## src/rtl/instr_fetch_if.sv

```systemverilog
// instr_fetch_if: redirect, imem request/response and decoder handshake bundle for instr_fetch
interface instr_fetch_if;
  logic        io_redirect_valid;
  logic [31:0] io_redirect_pc;
  logic        io_imem_req_valid;
  logic        io_imem_req_ready;
  logic [31:0] io_imem_req_addr;
  logic        io_imem_resp_valid;
  logic [31:0] io_imem_resp_data;
  logic        io_dec_valid;
  logic        io_dec_ready;
  logic [31:0] io_dec_instr;
  logic [31:0] io_dec_pc;
  modport master (
    input  io_redirect_valid, io_redirect_pc, io_imem_req_ready, io_imem_resp_valid,
           io_imem_resp_data, io_dec_ready,
    output io_imem_req_valid, io_imem_req_addr, io_dec_valid, io_dec_instr, io_dec_pc
  );
  modport slave (
    output io_redirect_valid, io_redirect_pc, io_imem_req_ready, io_imem_resp_valid,
           io_imem_resp_data, io_dec_ready,
    input  io_imem_req_valid, io_imem_req_addr, io_dec_valid, io_dec_instr, io_dec_pc
  );
endinterface

```

## src/rtl/instr_fetch.sv

```systemverilog
// instr_fetch: PC sequencing, bounded outstanding imem requests with PC tags, decoder FIFO and redirect flush
module instr_fetch #(
  parameter logic [31:0] RESET_PC = 32'h0000_2000,
  parameter int          DEPTH    = 2
) (
  input  logic          clk,
  input  logic          reset,
  instr_fetch_if.master io
);
  localparam int AW = DEPTH > 1 ? $clog2(DEPTH) : 1;
  localparam int CW = $clog2(DEPTH + 1);
  localparam logic [31:0] NOP = 32'h0000_0013;

  function automatic logic [AW-1:0] inc(input logic [AW-1:0] p);
    return p == AW'(DEPTH - 1) ? '0 : p + AW'(1);
  endfunction

  logic [31:0]   pc_q, pc_d;
  logic [CW-1:0] out_q, out_d, drop_q, drop_d, cnt_q, cnt_d;
  logic [31:0]   tag_q [DEPTH], tag_d [DEPTH];
  logic [AW-1:0] tag_rp_q, tag_rp_d, tag_wp_q, tag_wp_d;
  logic [31:0]   bins_q [DEPTH], bins_d [DEPTH];
  logic [31:0]   bpc_q [DEPTH], bpc_d [DEPTH];
  logic [AW-1:0] head_q, head_d, tail_q, tail_d;
  logic          dec_valid, pop, req_valid, hs, resp, push;

  assign dec_valid = cnt_q != '0;
  assign pop       = dec_valid && io.io_dec_ready;
  // the slot freed by this cycle's pop is reusable so latency-1 memory sustains one instruction per cycle
  assign req_valid = !reset && !io.io_redirect_valid &&
                     (({1'b0, out_q} + {1'b0, cnt_q} - (CW+1)'(pop)) < (CW+1)'(DEPTH));
  assign hs        = req_valid && io.io_imem_req_ready;
  assign resp      = io.io_imem_resp_valid && out_q != '0;
  assign push      = resp && !io.io_redirect_valid && drop_q == '0;

  assign io.io_imem_req_valid = req_valid;
  assign io.io_imem_req_addr  = pc_q;
  assign io.io_dec_valid      = dec_valid;
  assign io.io_dec_instr      = dec_valid ? bins_q[head_q] : NOP;
  assign io.io_dec_pc         = dec_valid ? bpc_q[head_q] : '0;

  always_comb begin
    pc_d     = hs ? pc_q + 32'd4 : pc_q;
    out_d    = out_q + CW'(hs) - CW'(resp);
    drop_d   = (resp && drop_q != '0) ? drop_q - CW'(1) : drop_q;
    tag_d    = tag_q;
    tag_wp_d = hs ? inc(tag_wp_q) : tag_wp_q;
    tag_rp_d = resp ? inc(tag_rp_q) : tag_rp_q;
    bins_d   = bins_q;
    bpc_d    = bpc_q;
    head_d   = pop ? inc(head_q) : head_q;
    tail_d   = push ? inc(tail_q) : tail_q;
    cnt_d    = cnt_q + CW'(push) - CW'(pop);
    if (hs) tag_d[tag_wp_q] = pc_q;
    if (push) begin
      bins_d[tail_q] = io.io_imem_resp_data;
      bpc_d[tail_q]  = tag_q[tag_rp_q];
    end
    // tags stay queued so the responses still in flight are matched and dropped in order
    if (io.io_redirect_valid) begin
      pc_d   = io.io_redirect_pc;
      head_d = '0;
      tail_d = '0;
      cnt_d  = '0;
      drop_d = out_q - CW'(resp);
    end
  end

  always_ff @(posedge clk or posedge reset) begin
    if (reset) begin
      pc_q     <= RESET_PC;
      out_q    <= '0;
      drop_q   <= '0;
      cnt_q    <= '0;
      tag_q    <= '{default: '0};
      tag_rp_q <= '0;
      tag_wp_q <= '0;
      bins_q   <= '{default: '0};
      bpc_q    <= '{default: '0};
      head_q   <= '0;
      tail_q   <= '0;
    end else begin
      pc_q     <= pc_d;
      out_q    <= out_d;
      drop_q   <= drop_d;
      cnt_q    <= cnt_d;
      tag_q    <= tag_d;
      tag_rp_q <= tag_rp_d;
      tag_wp_q <= tag_wp_d;
      bins_q   <= bins_d;
      bpc_q    <= bpc_d;
      head_q   <= head_d;
      tail_q   <= tail_d;
    end
  end
endmodule

```

## src/flat_wrapper.sv

```systemverilog
// flat-port wrapper written by rule: the top's interface ports become plain ports
module instr_fetch_flat 
#(
  parameter logic [31:0] RESET_PC = 32'h0000_2000,
  parameter int          DEPTH    = 2
)
  (clk, reset, io_io_redirect_valid, io_io_redirect_pc, io_io_imem_req_ready, io_io_imem_resp_valid, io_io_imem_resp_data, io_io_dec_ready, io_io_imem_req_valid, io_io_imem_req_addr, io_io_dec_valid, io_io_dec_instr, io_io_dec_pc);
  instr_fetch_if io_i ();
  input  logic clk;
  input  logic reset;
  input wire logic [$bits(io_i.io_redirect_valid)-1:0] io_io_redirect_valid;
  input wire logic [$bits(io_i.io_redirect_pc)-1:0] io_io_redirect_pc;
  input wire logic [$bits(io_i.io_imem_req_ready)-1:0] io_io_imem_req_ready;
  input wire logic [$bits(io_i.io_imem_resp_valid)-1:0] io_io_imem_resp_valid;
  input wire logic [$bits(io_i.io_imem_resp_data)-1:0] io_io_imem_resp_data;
  input wire logic [$bits(io_i.io_dec_ready)-1:0] io_io_dec_ready;
  output wire logic [$bits(io_i.io_imem_req_valid)-1:0] io_io_imem_req_valid;
  output wire logic [$bits(io_i.io_imem_req_addr)-1:0] io_io_imem_req_addr;
  output wire logic [$bits(io_i.io_dec_valid)-1:0] io_io_dec_valid;
  output wire logic [$bits(io_i.io_dec_instr)-1:0] io_io_dec_instr;
  output wire logic [$bits(io_i.io_dec_pc)-1:0] io_io_dec_pc;
  assign io_i.io_redirect_valid = io_io_redirect_valid;
  assign io_i.io_redirect_pc = io_io_redirect_pc;
  assign io_i.io_imem_req_ready = io_io_imem_req_ready;
  assign io_i.io_imem_resp_valid = io_io_imem_resp_valid;
  assign io_i.io_imem_resp_data = io_io_imem_resp_data;
  assign io_i.io_dec_ready = io_io_dec_ready;
  assign io_io_imem_req_valid = io_i.io_imem_req_valid;
  assign io_io_imem_req_addr = io_i.io_imem_req_addr;
  assign io_io_dec_valid = io_i.io_dec_valid;
  assign io_io_dec_instr = io_i.io_dec_instr;
  assign io_io_dec_pc = io_i.io_dec_pc;
  instr_fetch #(.RESET_PC(RESET_PC), .DEPTH(DEPTH)) u_core (.clk(clk), .reset(reset), .io(io_i));
endmodule
```

## config.mk

```make
export PLATFORM = sky130hd
export DESIGN_NAME = instr_fetch_flat
export DESIGN_NICKNAME = d
export VERILOG_FILES = /design/src/rtl/instr_fetch_if.sv /design/src/rtl/instr_fetch.sv /design/src/flat_wrapper.sv
export SDC_FILE = /design/constraint.sdc
export NUM_CORES = 1
export LEC_CHECK = 0
export ABC_AREA = 1
export CAP_MARGIN = 10
export CORE_MARGIN = 3
export CORE_UTILIZATION = 44
export DETAILED_ROUTE_END_ITERATION = 8
export GPL_ROUTABILITY_DRIVEN = 0
export PLACE_DENSITY = 0.78
export SETUP_SLACK_MARGIN = 0.1
export SYNTH_ARGS = -nofsm -noshare
export SYNTH_HDL_FRONTEND = slang
export SYNTH_SLANG_ARGS = --single-unit
export TNS_END_PERCENT = 50
```

## constraint.sdc

```tcl
create_clock -name clk -period 32.9 [get_ports clk]
set_clock_uncertainty 0.1 [all_clocks]
set_input_delay 8.225 -clock clk [delete_from_list [all_inputs] [get_ports clk]]
set_output_delay 8.225 -clock clk [all_outputs]
set_load 0.02 [all_outputs]
```

==> results by group <==
Placement
  – Dpl cells: 1,889
  – Final HPWL DP: 18.1 mm
  – IO Port Bufs: 167
  – Pre-CTS setup slack: 13,880 ps

Yosys
  – Async set-reset flop share out of synthesis: 100%
  – Synth Instances: 1,465
  – Synth top area cells: dfrtp_1 52%, nand2_1 20%, o21ai_0 7.1%
  – Top-count cell post-synth: nand2_1
  – Cell Area, Synth: 11,200 um2
  – Synth cell count leaders: 592 x nand2_1, 233 x dfrtp_1, 159 x o21ai_0, 135 x inv_1, 78 x nand3_1
  – Yosys top cell area share: 51.8%
  – Synth Register Bits: 234
  – Leading area contributor after synthesis: dfrtp_1
  – Synth cell types: 30
  – Top_reg_cell synth: dfrtp_1
  – Post-synth EDFFs: 0
  – Syn Area/Cell: 7.68 um2
  – Sequential area share after synthesis: 52.1%
  – Syn Nets: 1,543
  – Synth Warn #: 0

Layout
  – Post-route insts no fill: 1,935
  – Share of layout cells above drive strength 1: 5.96%
  – # fillers: 2,250
  – Nets@finish: 1,671
  – Synthesis-to-layout area growth: 23.2%
  – Number of diodes: 0

Setup path
  – Most used cell, CP: nand2_1
  – Crit path largest cell delay: 610 ps
  – Crit Path Max Fanout: 4
  – Worst path depth: 10
  – Worst reg2reg endpoint: u_core.tag_q[3]$_DFFE_PP0P_
  – Crit-path slowest cell: clkdlybuf4s50_1
  – Critical Path AT: 10,730 ps
  – Worst setup startpoint: io_io_dec_ready
  – Reg2Reg Setup Slack: 27,770 ps
  – CP startpoint kind: input port
  – Crit-path leading delay family: buffers and inverters
  – Worst path bufs/invs: 3
  – Reg-to-reg startpoint: u_core.cnt_q[0]$_DFF_PP0_
  – Data required time of the critical path: 24,580 ps
  – Setup CP Type: input port to output pin
  – Reg2Reg Depth: 14
  – Crit path to: io_io_imem_req_valid
  – Cell Chain, Critical Path: clkdlybuf4s50_1 > nand2_1 > nor2_1 > o21ai_0 > fa_1 > nand2_1 > nor2_4 > nand2_1 > inv_1 > clkdlybuf4s50_1
  – CP endpoint kind: output pin

Flow run
  – MaxCap Viol Count: 0

STA
  – Measured slew at the worst slew-check pin: 1160 ps
  – Final WS setup: 13,850 ps
  – Final Hold Fails: 0
  – Rel. slew slack: 23.0%
  – Final Cycle Share: 57.9%
  – Setup violators final: 0
  – Max Fclk: 52.5 MHz
  – Minimum clock period: 19,050 ps
  – Hold_ws: 366 ps
  – RSZ-0062 raised after global routing: false
  – Slew Viols, Final: 0
  – Setup tns final: 0 ps

Clock tree
  – Post-CTS setup buffers: 0
  – CTS H-tree lvls: 1
  – CTS tree: yes
  – Clk Latency, worst-skew pair: 520 ps
  – Clk buf depth: 3
  – # hold bufs at CTS: 0
  – Clock-pin slew on the worst setup and hold paths: 60 ps
  – Post-CTS resize count: 0
  – Clock root cell: clkbuf_16
  – Clock sinks: 234
  – Total CTS buffers: 26

Power
  – Worst VDD drop: 0.0000710 V
  – Leakage: 6.50 nW
  – Pwr dens: 83.2 nW/um2
  – Pwr Total: 1.15 mW

Drt
  – Antenna viol nets, final: 0
  – DR vias: 9,833
  – WL final: 28.2 mm
  – Mean routed wirelength per cell: 14.6 um
  – DRC Markers: 0
  – Initial DRT Pass Iterations: 6
  – Via/cell ratio: 5.08
  – DRT iter0 DRCs: 926

Floorplanning
  – Die area: 27,500 um2
  – Initial core utilization: 45.4%
  – Die height: 166 um
  – # IOs: 168
  – Core ar.: 24,700 um2
  – Site Rows: 57
  – Die span in x: 166 um

Global route
  – Antenna violations before repair: 0
  – GRT Util Overall: 20.2%
  – Grt total ovfl: 0
  – Pin count of the biggest net entering global routing: 126
  – Number of global-route vias before repair: 9,421
  – First-pass GRT wire length: 47.4 mm

Worst hold path
  – Hold WC Path Type: flop to flop

Run status
  – Status: finished, final reports clean
-- sequential cells by signal, indices dropped and copies added (netlist names), 2 cells and up --
signal and count:
u_core.bins_q 64, u_core.bpc_q 64, u_core.out_q 2, u_core.cnt_q 2, u_core.tag_q 64, u_core.io.io_imem_req_addr 32, u_core.drop_q 2
-- through the flow --
stage                     util, %  instance area [um2]
after floorplan                 -                11200
after global placement       52.7                13100
after detailed placement     52.7                13100
after CTS                    56.0                13900
after global routing         56.0                13900
final                        56.0                13900
-- worst min-delay path by stage --
stage                                       from                      endpoint  slack (ps)  cells past startpoint
global placement    u_core.bpc_q[63]$_DFFE_PP0P_  u_core.bpc_q[63]$_DFFE_PP0P_         360                      2
CTS                 u_core.bpc_q[63]$_DFFE_PP0P_  u_core.bpc_q[63]$_DFFE_PP0P_         370                      2
global route        u_core.bpc_q[28]$_DFFE_PP0P_  u_core.bpc_q[28]$_DFFE_PP0P_         400                      2
floorplan           u_core.bpc_q[63]$_DFFE_PP0P_  u_core.bpc_q[63]$_DFFE_PP0P_         340                      2
finish              u_core.bpc_q[63]$_DFFE_PP0P_  u_core.bpc_q[63]$_DFFE_PP0P_         370                      2
detailed placement  u_core.bpc_q[63]$_DFFE_PP0P_  u_core.bpc_q[63]$_DFFE_PP0P_         360                      2
-- tightest hold or removal path, stage by stage (launching register included) --
cell	delay, ps
dfrtp_1	340
nand2_1	50
nand2_1	40
-- cells by family (layout without fill, tap and decap cells) --
family	after synthesis	after routing	share of synthesized area, %
adders and majority gates	8	8	0.957
buffers and inverters	216	362	7.92
xor gates and xnor gates	6	6	0.467
DFF	234	234	52.1
AOI/OAI and AO/OA	273	273	13.0
and+or+nand+nor	728	728	25.6
-- layout make-up --
cell class / instances / area [um2] / share of cell area [%]
clock inverter: 9 / 45.0 / 0.325
timing repair buffer: 177 / 1750 / 12.6
sequential: 234 / 5860 / 42.3
clock buffer: 37 / 763 / 5.51
multi-input combinational: 1015 / 4510 / 32.5
tap: 324 / 405 / 2.92
inverter: 139 / 531 / 3.83
-- placed cells by master, fill, tap and decap left out, types with 4 or more instances in the layout --
master,instances
inv_1,133
o21ai_1,25
inv_2,4
nor2_1,43
clkbuf_1,5
xor2_1,5
nand2_1,592
clkdlybuf4s50_1,167
clkbuf_8,5
nor2_2,5
dfrtp_1,232
nand3_1,78
ha_1,7
buf_4,10
clkinv_2,10
o21ai_2,23
o21ai_0,159
a21oi_1,64
clkbuf_16,27
-- report_power, final --
part	internal [mW]	switching (mW)
clock network	0.160	0.112
registers	0.394	0.0659
logic	0.156	0.264
-- routing by layer --
metal  global-route usage (%)  vias up  share of wire (%)
met3                     3.76       39                7.1
met5                        0        -                  0
met2                     31.6      382                 44
li1                         -     4870                  -
met4                     4.41        0                2.1
met1                     29.7     4542                 47
Note: power is estimated with default switching activity, not from simulation.
